## config.mk

```make
export PLATFORM = sky130hd
export DESIGN_NAME = mem_stage_ctrl_flat
export DESIGN_NICKNAME = d
export VERILOG_FILES = /design/src/rtl/mem_stage_ctrl_if.sv /design/src/rtl/mem_stage_ctrl.sv /design/src/flat_wrapper.sv
export SDC_FILE = /design/constraint.sdc
export NUM_CORES = 1
export LEC_CHECK = 0
export BUFFER_PORTS_ARGS = -buffer_cell sky130_fd_sc_hd__buf_4
export CAP_MARGIN = 0
export CORE_MARGIN = 2
export CORE_UTILIZATION = 45
export CTS_BUF_LIST = sky130_fd_sc_hd__clkbuf_2
export DETAILED_ROUTE_END_ITERATION = 10
export PLACE_DENSITY = 0.75
export SLEW_MARGIN = 20
export SYNTH_ARGS = -nofsm -noshare
export SYNTH_HDL_FRONTEND = slang
export SYNTH_SLANG_ARGS = --single-unit
```

## constraint.sdc

```tcl
create_clock -name clk -period 9.8 [get_ports clk]
set_clock_uncertainty 0.15 [all_clocks]
set_input_delay 1.96 -clock clk [delete_from_list [all_inputs] [get_ports clk]]
set_output_delay 1.96 -clock clk [all_outputs]
set_load 0.02 [all_outputs]
```

## src/rtl/mem_stage_ctrl_if.sv

```systemverilog
// Signal bundle between the MEM-stage controller and its environment:
// EX/MEM inputs, data-memory req/ack bus, stall and MEM/WB writeback outputs.
interface mem_stage_ctrl_if #(
    parameter int DATA_W = 32,
    parameter int REG_W  = 5
);
    logic              ex_valid;
    logic              ex_memread;
    logic              ex_memwrite;
    logic              ex_regwrite;
    logic [REG_W-1:0]  ex_rd;
    logic [DATA_W-1:0] ex_aluresult;
    logic [DATA_W-1:0] ex_wdata;

    logic              dmem_req;
    logic              dmem_we;
    logic [DATA_W-1:0] dmem_addr;
    logic [DATA_W-1:0] dmem_wdata;
    logic              dmem_ack;
    logic [DATA_W-1:0] dmem_rdata;

    logic              stall;
    logic              wb_valid;
    logic              wb_regwrite;
    logic [REG_W-1:0]  wb_rd;
    logic [DATA_W-1:0] wb_data;
    logic              mem_err;

    // Controller side
    modport master (
        input  ex_valid, ex_memread, ex_memwrite, ex_regwrite, ex_rd,
        input  ex_aluresult, ex_wdata, dmem_ack, dmem_rdata,
        output dmem_req, dmem_we, dmem_addr, dmem_wdata,
        output stall, wb_valid, wb_regwrite, wb_rd, wb_data, mem_err
    );

    // Pipeline and memory side
    modport slave (
        output ex_valid, ex_memread, ex_memwrite, ex_regwrite, ex_rd,
        output ex_aluresult, ex_wdata, dmem_ack, dmem_rdata,
        input  dmem_req, dmem_we, dmem_addr, dmem_wdata,
        input  stall, wb_valid, wb_regwrite, wb_rd, wb_data, mem_err
    );
endinterface

```

## src/rtl/mem_stage_ctrl.sv

```systemverilog
// MEM/WB boundary controller: runs one variable-latency data-memory access per
// instruction, stalls upstream meanwhile, and loads the MEM/WB register.
module mem_stage_ctrl #(
    parameter int DATA_W  = 32,
    parameter int REG_W   = 5,
    parameter int TIMEOUT = 15
) (
    input  logic             clk,
    input  logic             rst_n,
    mem_stage_ctrl_if.master bus
);
    typedef enum logic {S_IDLE, S_WAIT} state_t;

    state_t            state_q, state_d;
    logic [7:0]        cnt_q;
    logic              memop, aligned, last_wait, in_wait;
    logic              alu_pass, start, misalign, done, abort, stall_c;

    logic [DATA_W-1:0] addr_p1, wdata_p1;
    logic              we_p1, rd_en_p1, regw_p1;
    logic [REG_W-1:0]  rd_p1;

    logic              wb_valid_q, wb_regwrite_q, mem_err_q;
    logic [REG_W-1:0]  wb_rd_q;
    logic [DATA_W-1:0] wb_data_q;

    assign memop     = bus.ex_memread | bus.ex_memwrite;
    assign aligned   = (bus.ex_aluresult[1:0] == 2'b00);
    assign last_wait = (cnt_q == 8'(TIMEOUT - 1));
    assign in_wait   = (state_q == S_WAIT);
    assign alu_pass  = (state_q == S_IDLE) && bus.ex_valid && !memop;

    always_comb begin
        state_d  = state_q;
        stall_c  = 1'b0;
        start    = 1'b0;
        misalign = 1'b0;
        done     = 1'b0;
        abort    = 1'b0;
        case (state_q)
            S_IDLE: begin
                if (bus.ex_valid && memop) begin
                    if (aligned) begin
                        stall_c = 1'b1;
                        start   = 1'b1;
                        state_d = S_WAIT;
                    end else begin
                        misalign = 1'b1;
                    end
                end
            end
            S_WAIT: begin
                if (bus.dmem_ack) begin
                    done    = 1'b1;
                    state_d = S_IDLE;
                end else if (last_wait) begin
                    abort   = 1'b1;
                    state_d = S_IDLE;
                end else begin
                    stall_c = 1'b1;
                end
            end
            default: state_d = S_IDLE;
        endcase
    end

    always_ff @(posedge clk) begin
        if (!rst_n) begin
            state_q <= S_IDLE;
            cnt_q   <= '0;
        end else begin
            state_q <= state_d;
            if (start)
                cnt_q <= '0;
            else if (in_wait && !bus.dmem_ack && !last_wait)
                cnt_q <= cnt_q + 8'd1;
        end
    end

    // p1: access descriptor latched on IDLE->WAIT, held while the request is up
    always_ff @(posedge clk) begin
        if (start) begin
            addr_p1  <= bus.ex_aluresult;
            wdata_p1 <= bus.ex_wdata;
            we_p1    <= bus.ex_memwrite;
            rd_en_p1 <= bus.ex_memread & ~bus.ex_memwrite;
            regw_p1  <= bus.ex_regwrite;
            rd_p1    <= bus.ex_rd;
        end
    end

    // p2: MEM/WB register; bubbles clear valid/regwrite but keep rd/data
    always_ff @(posedge clk) begin
        if (!rst_n) begin
            wb_valid_q    <= 1'b0;
            wb_regwrite_q <= 1'b0;
            wb_rd_q       <= '0;
            wb_data_q     <= '0;
            mem_err_q     <= 1'b0;
        end else begin
            wb_valid_q    <= alu_pass | done;
            wb_regwrite_q <= (alu_pass & bus.ex_regwrite) | (done & regw_p1);
            mem_err_q     <= misalign | abort;
            if (alu_pass) begin
                wb_rd_q   <= bus.ex_rd;
                wb_data_q <= bus.ex_aluresult;
            end else if (done) begin
                wb_rd_q   <= rd_p1;
                wb_data_q <= rd_en_p1 ? bus.dmem_rdata : addr_p1;
            end
        end
    end

    assign bus.dmem_req    = in_wait;
    assign bus.dmem_we     = in_wait & we_p1;
    assign bus.dmem_addr   = in_wait ? addr_p1 : '0;
    assign bus.dmem_wdata  = in_wait ? wdata_p1 : '0;
    assign bus.stall       = stall_c & rst_n;
    assign bus.wb_valid    = wb_valid_q;
    assign bus.wb_regwrite = wb_regwrite_q;
    assign bus.wb_rd       = wb_rd_q;
    assign bus.wb_data     = wb_data_q;
    assign bus.mem_err     = mem_err_q;
endmodule

```

## src/flat_wrapper.sv

```systemverilog
// flat-port wrapper written by rule: the top's interface ports become plain ports
module mem_stage_ctrl_flat 
#(
    parameter int DATA_W  = 32,
    parameter int REG_W   = 5,
    parameter int TIMEOUT = 15
)
  (clk, rst_n, bus_ex_valid, bus_ex_memread, bus_ex_memwrite, bus_ex_regwrite, bus_ex_rd, bus_ex_aluresult, bus_ex_wdata, bus_dmem_ack, bus_dmem_rdata, bus_dmem_req, bus_dmem_we, bus_dmem_addr, bus_dmem_wdata, bus_stall, bus_wb_valid, bus_wb_regwrite, bus_wb_rd, bus_wb_data, bus_mem_err);
  mem_stage_ctrl_if #(.DATA_W(DATA_W), .REG_W(REG_W)) bus_i ();
  input  logic clk;
  input  logic rst_n;
  input wire logic [$bits(bus_i.ex_valid)-1:0] bus_ex_valid;
  input wire logic [$bits(bus_i.ex_memread)-1:0] bus_ex_memread;
  input wire logic [$bits(bus_i.ex_memwrite)-1:0] bus_ex_memwrite;
  input wire logic [$bits(bus_i.ex_regwrite)-1:0] bus_ex_regwrite;
  input wire logic [$bits(bus_i.ex_rd)-1:0] bus_ex_rd;
  input wire logic [$bits(bus_i.ex_aluresult)-1:0] bus_ex_aluresult;
  input wire logic [$bits(bus_i.ex_wdata)-1:0] bus_ex_wdata;
  input wire logic [$bits(bus_i.dmem_ack)-1:0] bus_dmem_ack;
  input wire logic [$bits(bus_i.dmem_rdata)-1:0] bus_dmem_rdata;
  output wire logic [$bits(bus_i.dmem_req)-1:0] bus_dmem_req;
  output wire logic [$bits(bus_i.dmem_we)-1:0] bus_dmem_we;
  output wire logic [$bits(bus_i.dmem_addr)-1:0] bus_dmem_addr;
  output wire logic [$bits(bus_i.dmem_wdata)-1:0] bus_dmem_wdata;
  output wire logic [$bits(bus_i.stall)-1:0] bus_stall;
  output wire logic [$bits(bus_i.wb_valid)-1:0] bus_wb_valid;
  output wire logic [$bits(bus_i.wb_regwrite)-1:0] bus_wb_regwrite;
  output wire logic [$bits(bus_i.wb_rd)-1:0] bus_wb_rd;
  output wire logic [$bits(bus_i.wb_data)-1:0] bus_wb_data;
  output wire logic [$bits(bus_i.mem_err)-1:0] bus_mem_err;
  assign bus_i.ex_valid = bus_ex_valid;
  assign bus_i.ex_memread = bus_ex_memread;
  assign bus_i.ex_memwrite = bus_ex_memwrite;
  assign bus_i.ex_regwrite = bus_ex_regwrite;
  assign bus_i.ex_rd = bus_ex_rd;
  assign bus_i.ex_aluresult = bus_ex_aluresult;
  assign bus_i.ex_wdata = bus_ex_wdata;
  assign bus_i.dmem_ack = bus_dmem_ack;
  assign bus_i.dmem_rdata = bus_dmem_rdata;
  assign bus_dmem_req = bus_i.dmem_req;
  assign bus_dmem_we = bus_i.dmem_we;
  assign bus_dmem_addr = bus_i.dmem_addr;
  assign bus_dmem_wdata = bus_i.dmem_wdata;
  assign bus_stall = bus_i.stall;
  assign bus_wb_valid = bus_i.wb_valid;
  assign bus_wb_regwrite = bus_i.wb_regwrite;
  assign bus_wb_rd = bus_i.wb_rd;
  assign bus_wb_data = bus_i.wb_data;
  assign bus_mem_err = bus_i.mem_err;
  mem_stage_ctrl #(.DATA_W(DATA_W), .REG_W(REG_W), .TIMEOUT(TIMEOUT)) u_core (.clk(clk), .rst_n(rst_n), .bus(bus_i));
endmodule
```

# After elaboration in Yosys (flattened, before gate mapping)
# Index checks and enable logic that the tools add are counted.
# op_classes
n_addsub	1
reduce_logical	11
bitwise_logic	12
order_cmp	0
n_mul	0
n_eq_ne	1
shift	0
div	0
mux	21
# op_table
operator	n
$mux W32	5
$mux W1	13
$mux W5	2
$add A8 B1 Y8 const B	1
$eq A8 B4 Y1 const B	1
$and A1 B1 Y1	5
$logic_and A1 B1 Y1	5
$or A1 B1 Y1	4
$logic_not A1 Y1	3
$not A1 Y1	3
$logic_not A2 Y1	1
$pmux W1 S2	1
$reduce_bool A2 Y1	1
$reduce_or A2 Y1	1
# word_totals
out_inout_bits	107
n_memories	0
register_bits	121
word_cells	59
rom_bits	0
in_bits	108
mem_bits_rw	0
latch_bits	0

# Longest topological paths before layout
# Gate-level depths: netlist of run 1.
# logic_depth
word_depth	5
mapped_depth	5
ltp_nobuf	5

# Worst setup path before layout of run 1
# Ideal clock, no wire load.
# synth_path
kind	in2out
from	in bus_ex_aluresult[1]
to	out bus_stall
path_stages	4
slack_ns	-0.342
required_time_ns	7.690
path_buffers	1
arrival_ns	8.032
path_cell_list	or2_2 clkbuf_1 nor3_1 o21a_1
# synth_between
elab_chain_cells	5
# synth_rtl
item	line_no	source
start, declared	flat_wrapper.sv:17	input wire logic [$bits(bus_i.ex_aluresult)-1:0] bus_ex_aluresult;
$logic_not A2 Y1	mem_stage_ctrl.sv:28	assign aligned = (bus.ex_aluresult[1:0] == 2'b00);
$mux W1	mem_stage_ctrl.sv:43	if (aligned) begin
$mux W1	mem_stage_ctrl.sv:42	if (bus.ex_valid && memop) begin
$pmux W1 S2	mem_stage_ctrl.sv:40	case (state_q)
$and A1 B1 Y1	mem_stage_ctrl.sv:118	assign bus.stall = stall_c & rst_n;
end, declared	flat_wrapper.sv:25	output wire logic [$bits(bus_i.stall)-1:0] bus_stall;
# No other way between the ends.

# Final worst setup path of run 1
# layout_path
from	in bus_dmem_ack
to	out bus_stall
# layout_between
elab_chain_cells	3
# layout_rtl
item	line_no	source
start, declared	flat_wrapper.sv:19	input wire logic [$bits(bus_i.dmem_ack)-1:0] bus_dmem_ack;
$mux W1	mem_stage_ctrl.sv:53	if (bus.dmem_ack) begin
$pmux W1 S2	mem_stage_ctrl.sv:40	
$and A1 B1 Y1	mem_stage_ctrl.sv:118	
# No other way between the ends.

==> summary by stage, run 1 <==
Synthesis
The register bit count reported by yosys is 121. The number of library cell types mapped by synthesis is 41. The cell area after synthesis is 5400 sq um.

The share of the Yosys chip area taken by registers is 58.2%. The proportion of synthesized flip-flops having asynchronous set or reset is 0%. Yosys mapped a number of flops with a built-in enable equal to 72. The synthesis warning total is 0.

When the netlist entered floorplanning its net count stood at 568. Ranked by total cell area, the synthesized netlist is headed by sky130_fd_sc_hd__edfxtp_1 40%, sky130_fd_sc_hd__dfxtp_1 18%, sky130_fd_sc_hd__and2_1 7.6%. The synthesized area divided by synthesized cell count is 11.8 sq um.

The most used flip-flop cell after synthesis is sky130_fd_sc_hd__edfxtp_1. The number of instances in the synthesized netlist is 458. The most area-hungry cell type in the Yosys netlist is sky130_fd_sc_hd__edfxtp_1. Summed over its instances, the top area cell type makes up 40.0% of the synthesized netlist area.

Worst setup path
The worst register-to-register path begins at u_core.bus.dmem_req. The most frequent cell on the critical path is sky130_fd_sc_hd__buf_4. The worst register-to-register path ends at u_core.bus.wb_rd[3]. The worst register-to-register path has a setup slack of 6.87 ns. For the worst setup path, the data required time is 7.69 ns. The signal on the critical path passes through buf_4 -> nand2b_1 -> a21oi_1 -> o21a_1 -> buf_4. The end of the critical path is bus_stall. The path depth of the worst reg2reg path is 5. The signal arrival time at the worst endpoint is 3.10 ns.

In this run the worst setup path begins at bus_dmem_ack. The peak fanout along the critical path is 40. The worst setup path is launched from an input port. STA classifies the critical path endpoint as an output pin. The critical path is of the input port to output pin type. The critical-path cell with the highest stage delay is sky130_fd_sc_hd__a21oi_1. The longest individual stage delay on the worst path is 0.37 ns.

Clock network
The clock tree root buffer cell is sky130_fd_sc_hd__clkbuf_2. The setup fix buffers added after clock tree synthesis is 0. After clock tree synthesis, the repair step resized 0 gates.

After clock tree synthesis, the clock-pin slew on the worst setup and hold paths is 0.18 ns. TritonCTS built the clock tree. The clock latency on the worst-skew pair is 0.65 ns.

The H-tree depth is 4. The clock net in this run drives a total of 121 sinks. For this design, the CTS-stage hold fixing added 0 buffers. TritonCTS created 17 clock buffers.

The clock passes through at most 2 buffers.

Drt
The per-cell via count in the routed design is 5.31. The pre-antenna-repair detailed-routing pass consisted of 5 iterations. The number of nets with antenna violations after detailed routing is 0. The number of design rule violations left after detail routing is 0.

The overall via count from detail_route is 4357. The detailed router's first-iteration violation count is 197. The detailed-route wire length is 13900 um. The post-detailed-route wirelength per cell is 17.0 um.

Timing
The worst slew margin relative to its limit is 33.6%. Setup violations remaining at the end of the flow were counted as 0. The highest achievable clock rate is 0.192 GHz.

Setup repair after global routing left no endpoint under its margin. Counting I/O delays and the setup requirement, the final critical path takes 5.21 ns. The number of hold-slack violations in the final timing report was 0. The final number of max-transition violations is 0.

In the final timing run, aggregate negative setup slack is 0 ns. Of the available clock period, the critical path in the final layout requires 53.1%. The final worst hold slack is 0.341 ns. The slew at the pin closest to its max-slew limit is 0.996 ns.

Floorplan
215 I/O pins were placed. The die is 114 um wide. The die extent in y is 114 um. Row generation in the floorplan step produced 40 rows. The area enclosed by the die boundary is 12900 sq um.

For this configuration, the core starts out at a cell density of 45.6%. The core region is 11900 sq um.

Min path
The worst min-delay path class is flip-flop to flip-flop.

Pwr
The internal power component is 0.000735 W. The worst-case IR drop observed on VDD is 0.000102 V. For this design the total switching power over the nets is 0.000266 W. In this run the power density over the cells is 137 nW/um^2. The portion of total power attributed to combinational logic is 12.5%.

The part of the total power dissipated in sequential elements is 56.3%. The net switching fraction of the power is 26.6%. The clock network fraction of total power is 31.2%. The leakage power is 2.99 nW.

Global routing
The first global-routing pass estimated 21600 um of wire. Entering global routing, the biggest net connects 90 pins. The initial antenna violation count was 1. The via count of the first global-routing pass was 4288. The total global routing track utilization is 21.6%.

The overall overflow remaining after global route is 0.

Layout
At the end of the flow, the number of nets in the layout was 769. The most common cell after layout, fill and taps aside is sky130_fd_sc_hd__buf_4. The library cells used most frequently in the layout, excluding fill and tap cells, are 219 x sky130_fd_sc_hd__buf_4, 72 x sky130_fd_sc_hd__edfxtp_1, 66 x sky130_fd_sc_hd__and2_1, 48 x sky130_fd_sc_hd__dfxtp_1, 38 x sky130_fd_sc_hd__a21boi_1. In the final layout, flip-flops and latches occupy 3140 sq um. The post-route netlist has 38.2% of its cells at a drive strength greater than 1. In the final layout, the multi-input gates occupy 2080 sq um. The filler cells instantiated in the layout total 975. The area growth from synthesis to layout is 35.1%.

Run
Max-cap violations in this run came to 0.

Outcome
The flow ran to the end, and the final reports show no timing, DRC or antenna violations.

Placement
The routability congestion estimate is 0.818. Port buffering added 214 buffers. The post-detailed-placement half-perimeter wirelength is 9570 um.
[how the worst min path moves through the flow]
stage	start	to	cells after the start
2_1_floorplan	u_core.cnt_q[7]	u_core.cnt_q[7]	2
3_3_place_gp	u_core.bus.wb_rd[1]	u_core.bus.wb_rd[1]	2
3_5_place_dp	u_core.bus.wb_rd[0]	u_core.bus.wb_rd[0]	2
4_1_cts	u_core.bus.wb_rd[0]	u_core.bus.wb_rd[0]	2
5_1_grt	u_core.bus.wb_rd[0]	u_core.bus.wb_rd[0]	2
6_report	u_core.bus.wb_rd[0]	u_core.bus.wb_rd[0]	2
[cells by family (layout without fill, tap and decap cells)]
kind of cell | count (synthesis) | count (layout) | share of synthesized area, %
buffers and inverters | 41 | 255 | 3.63
AO/OA/AOI/OAI | 131 | 131 | 17.4
adder cells (fa/ha/maj) | 2 | 2 | 0.463
flip-flops | 121 | 121 | 58.2
other | 0 | 1 | 0
multiplexers | 34 | 34 | 6.30
AND/OR/NAND/NOR | 129 | 129 | 14.0
[state kept, by name, summed over array words and instances, names as in the netlist]
| signal | cells |
|---|---|
| u_core.bus.wb_regwrite | 1 |
| u_core.bus.mem_err | 1 |
| u_core.regw_p1 | 1 |
| u_core.rd_en_p1 | 1 |
| u_core.bus.wb_rd | 5 |
| u_core.cnt_q | 8 |
| u_core.bus.wb_data | 32 |
| u_core.bus.wb_valid | 1 |
| u_core.wdata_p1 | 32 |
| u_core.bus.dmem_req | 1 |
| u_core.we_p1 | 1 |
| u_core.addr_p1 | 32 |
| u_core.rd_p1 | 5 |
[Yosys cell counts (2+ instances only)]
cell,n
sky130_fd_sc_hd__nand3b_1,2
sky130_fd_sc_hd__a211oi_1,2
sky130_fd_sc_hd__buf_2,13
sky130_fd_sc_hd__mux2i_1,34
sky130_fd_sc_hd__or4b_1,2
sky130_fd_sc_hd__buf_4,5
sky130_fd_sc_hd__clkbuf_1,17
sky130_fd_sc_hd__o311ai_0,4
sky130_fd_sc_hd__clkbuf_4,2
sky130_fd_sc_hd__edfxtp_1,72
sky130_fd_sc_hd__inv_1,4
sky130_fd_sc_hd__o21ai_0,3
sky130_fd_sc_hd__nor2b_1,3
sky130_fd_sc_hd__nand2_1,33
sky130_fd_sc_hd__nor3b_1,2
sky130_fd_sc_hd__a211o_1,32
sky130_fd_sc_hd__a22oi_1,6
sky130_fd_sc_hd__nand2b_1,3
sky130_fd_sc_hd__a21boi_1,38
sky130_fd_sc_hd__nor3_1,2
sky130_fd_sc_hd__ha_1,2
sky130_fd_sc_hd__and2_1,66
sky130_fd_sc_hd__a21oi_1,37
sky130_fd_sc_hd__or3_1,2
sky130_fd_sc_hd__dfxtp_1,49
sky130_fd_sc_hd__nand3_1,6
sky130_fd_sc_hd__o21a_1,3
[cell type report]
| class | instances | area share [%] |
|---|---|---|
| sequential | 121 | 43.1 |
| multi-input combinational | 296 | 28.4 |
| timing repair buffer | 219 | 22.5 |
| tap | 147 | 2.52 |
| clock inverter | 15 | 2.09 |
| clock buffer | 17 | 1.16 |
| inverter | 4 | 0.206 |
| antenna | 1 | 0.0343 |
[power by group through the flow]
| stage | Combinational, W | Sequential (W) | Clock, W |
|---|---|---|---|
| floorplan | 0.0000517 | 0.000582 | 0 |
| global placement | 0.000123 | 0.000574 | 0 |
| detailed placement | 0.000126 | 0.000574 | 0 |
| CTS | 0.000126 | 0.000563 | 0.000325 |
| global route | 0.000135 | 0.000565 | 0.000349 |
| finish | 0.000125 | 0.000563 | 0.000312 |
[layer usage]
layer	part of all wire [%]	global-route usage (%)
met1	41	26.4
met5	0	0
met4	3.0	10.7
met2	50	34.6
met3	6.9	6.80
[through the flow]
stage               area [sq um]  utilization, %  worst slack, ns  std cells  power, W
finish                      7300            61.6             4.59        820   0.00100
floorplan                   5410               -             1.96        458  0.000634
CTS                         7300            61.6             4.59        819   0.00101
global placement            7060            59.5             4.66        787  0.000696
global route                7300            61.6             4.48        820   0.00105
detailed placement          7060            59.5             4.59        787  0.000701
[critical path, delay by kind of cell]
family,cells,cell delay [ns]
buf+inv,2,0.38
simple gates,1,0.22
compound gates,2,0.53
(Power assumes the default switching activity.)
==> inputs of run 2 (changes only) <==
Settings changed: CORE_UTILIZATION 45 to 50, PLACE_DENSITY 0.75 to 0.79.
Clock period 9.8 ns to 5.3 ns, I/O delays scaled along.
==> run 2 against run 1 <==
Against the previous run:
- hold slack lost 0.0046 ns
- critical path depth shrank 2
- design area shrank 0.27%
- highest routed layer unchanged
- register-to-register slack lost 4.6 ns
- critical path type is now flip-flop to output pin
- global-route usage grew 2.0 points
==> summary by stage, run 2 (synthesis results as in run 1) <==
Drt
The detailed router's first-iteration violation count is 142 (was 197). The detailed-route wire length is 13800 um (was 13900 um). The per-cell via count in the routed design came to 5.31 (about the same). The length of the first detailed-routing pass in iterations is 4 (was 5). The number of design rule violations left after detail routing is 0 (unchanged). The overall via count from detail_route is 4292 (was 4357). The number of nets with antenna violations after detailed routing was 0 (unchanged). The post-detailed-route wirelength per cell is 17.1 um (was 17.0 um).

Clock network
The setup fix buffers added after clock tree synthesis is 0 (unchanged). The maximum buffer depth of the clock tree is 2 (unchanged). The clock tree root buffer cell is sky130_fd_sc_hd__clkbuf_2 (unchanged). The number of buffers inserted for hold repair after clock tree synthesis is 0 (unchanged). The clock tree from TritonCTS was done (unchanged). The total CTS buffers is 17 (unchanged).

The clock latency on the worst-skew pair is 0.64 ns (was 0.65 ns). The sink count of the clock tree was 121 (unchanged). The H-tree depth is 4 (unchanged). The count of cells resized by post-cts repair is 0 (unchanged). The CTS clock-pin slew for the worst setup and hold paths is 0.14 ns (was 0.18 ns).

Timing
The number of setup violations in the final report is 0 (unchanged). The final number of max-transition violations was 0 (unchanged). The slew at the pin closest to its max-slew limit came to 0.965 ns (was 0.996 ns). The final sum of negative setup slack was 0 ns (unchanged).

In the finished design, the share of the clock period the worst path needs comes to 69.6%. The number of hold-slack violations in the final timing report is 0 (unchanged). The highest achievable clock rate is 0.271 GHz. The worst path in the final design needs a cycle of 3.69 ns, including I/O delays and setup. The worst slew margin relative to its limit is 35.7% (was 33.6%). RSZ-0062 raised after global routing: no (unchanged).

Floorplan
The I/O pin total came to 215 (unchanged). The row count came to 37 (was 40). The initial standard-cell utilization of the core is 51.9% (was 45.6%).

The area of the core region came to 10400 sq um (was 11900 sq um). The area enclosed by the die boundary is 11700 sq um (was 12900 sq um). The floorplan die width is 108 um (was 114 um). The die extent in y is 108 um (was 114 um).

Global routing
The global-route wire length before repair is 21000 um (was 21600 um). The via count of the first global-routing pass is 4221 (was 4288). The largest net degree at the start of global routing is 74 (was 90). The initial antenna violation count is 0 (was 1). The total global routing track utilization is 23.6% (was 21.6%).

The overall overflow remaining after global route is 0 (unchanged).

Placement
The routability congestion estimate is 0.824 (was 0.818). The post-detailed-placement half-perimeter wirelength is 9420 um (was 9570 um). The count of input and output buffers was 214 (unchanged).

Layout
The most common cell after layout, fill and taps aside was sky130_fd_sc_hd__buf_4 (unchanged). The area added between synthesis and finish was 34.8% (was 35.1%). The share of post-route cells with drive strength above 1 was 37.9% (was 38.2%). The number of diodes added for antenna fixing is 0 (was 1). Highest-count cells in the layout ignoring fill and taps: 219 x sky130_fd_sc_hd__buf_4, 72 x sky130_fd_sc_hd__edfxtp_1, 66 x sky130_fd_sc_hd__and2_1, 48 x sky130_fd_sc_hd__dfxtp_1, 38 x sky130_fd_sc_hd__a21boi_1 (unchanged). The number of nets in the final layout is 769 (unchanged).

Worst setup path
The signal arrival time at the worst endpoint is 2.48 ns (was 3.10 ns). The most frequent cell on the critical path is sky130_fd_sc_hd__buf_4 (unchanged). The startpoint-to-endpoint class of the critical path is flip-flop to output pin (was input port to output pin). The type of element launching the critical path is a flip-flop (was input port).

The type of element capturing the critical path is an output pin (unchanged). The critical-path cell with the highest stage delay is sky130_fd_sc_hd__dfxtp_2 (was sky130_fd_sc_hd__a21oi_1). The worst endpoint required time is 4.09 ns (was 7.69 ns). The dominant delay contributor by cell family on the critical path is flip-flops (was compound AO/OA/AOI/OAI gates).

The peak fanout along the critical path is 56 (was 40). The longest individual stage delay on the worst path is 0.93 ns (was 0.37 ns). Cells along the critical path: buf_4 -> and2_1 -> buf_4 (was buf_4 -> nand2b_1 -> a21oi_1 -> o21a_1 -> buf_4). The buffers plus inverters on the worst setup path is 2 (unchanged).

Pwr
The leakage power is 3.01 nW (was 2.99 nW). The power density normalized to cell area is 255 nW/um^2 (was 137 nW/um^2). The worst voltage drop across the vdd grid is 0.000155 V (was 0.000102 V).

The post-layout total power came to 0.00186 W (was 0.00100 W).

Outcome
Result of the run: finished, final reports clean (unchanged).

Min path
The worst min-delay path class is flip-flop to flip-flop (unchanged).

Run
The number of violations of the max-capacitance limit is 0 (unchanged).
run 2: worst reg2reg max path, stage by stage (launching register included):
cell,delay (ns)
sky130_fd_sc_hd__dfxtp_2,0.93
sky130_fd_sc_hd__buf_4,0.55
sky130_fd_sc_hd__and2_1,0.68
sky130_fd_sc_hd__buf_4,0.39
sky130_fd_sc_hd__a22oi_1,0.14
sky130_fd_sc_hd__a21boi_1,0.16
run 2: layout make-up:
class                      count  area (sq um)
multi-input combinational    296          2080
clock inverter                12           134
timing repair buffer         219          1640
clock buffer                  20           100
inverter                       4          15.0
fill                         769          3130
tap                          136           170
sequential                   121          3140
run 2: layer usage:
layer / part of all wire, % / track usage [%] / vias up / routed length, um
met5: 0 / 0 / - / 0
met4: 2.1 / 10.3 / 0 / 288
met1: 40 / 27.8 / 2034 / 5510
li1: - / - / 2075 / -
met3: 6.6 / 6.57 / 19 / 917
met2: 51 / 40.3 / 164 / 7080
run 2: path summary, 6_finish.rpt:
kind / cells after the start / slack, ns / from / end
setup / recovery: 3 / 1.61 / u_core.bus.dmem_req / bus_dmem_wdata[7]
hold / removal: 2 / 0.34 / u_core.bus.wb_rd[1] / u_core.bus.wb_rd[1]
setup reg to reg: 5 / 2.25 / u_core.bus.dmem_req / u_core.bus.wb_rd[0]
hold reg to reg: 2 / 0.34 / u_core.bus.wb_rd[1] / u_core.bus.wb_rd[1]
run 2: stage by stage:
step,instance area [sq um],util [%],worst slack (ns),cells,hold slack (ns)
floorplan,5420,-,0.412,458,0.305
global placement,7050,67.7,1.96,776,0.312
detailed placement,7050,67.7,1.89,776,0.312
CTS,7280,69.9,1.53,808,0.335
global route,7280,69.9,1.34,808,0.336
finish,7280,69.9,1.61,808,0.336
run 2: power by group:
part           total, W  internal, W  leakage, nW  switching (W)
Combinational  0.000229     0.000117         1.80       0.000112
Sequential      0.00104      0.00103         1.06      0.0000162
Clock          0.000584     0.000260        0.150       0.000324
Total           0.00186      0.00140         3.01       0.000452
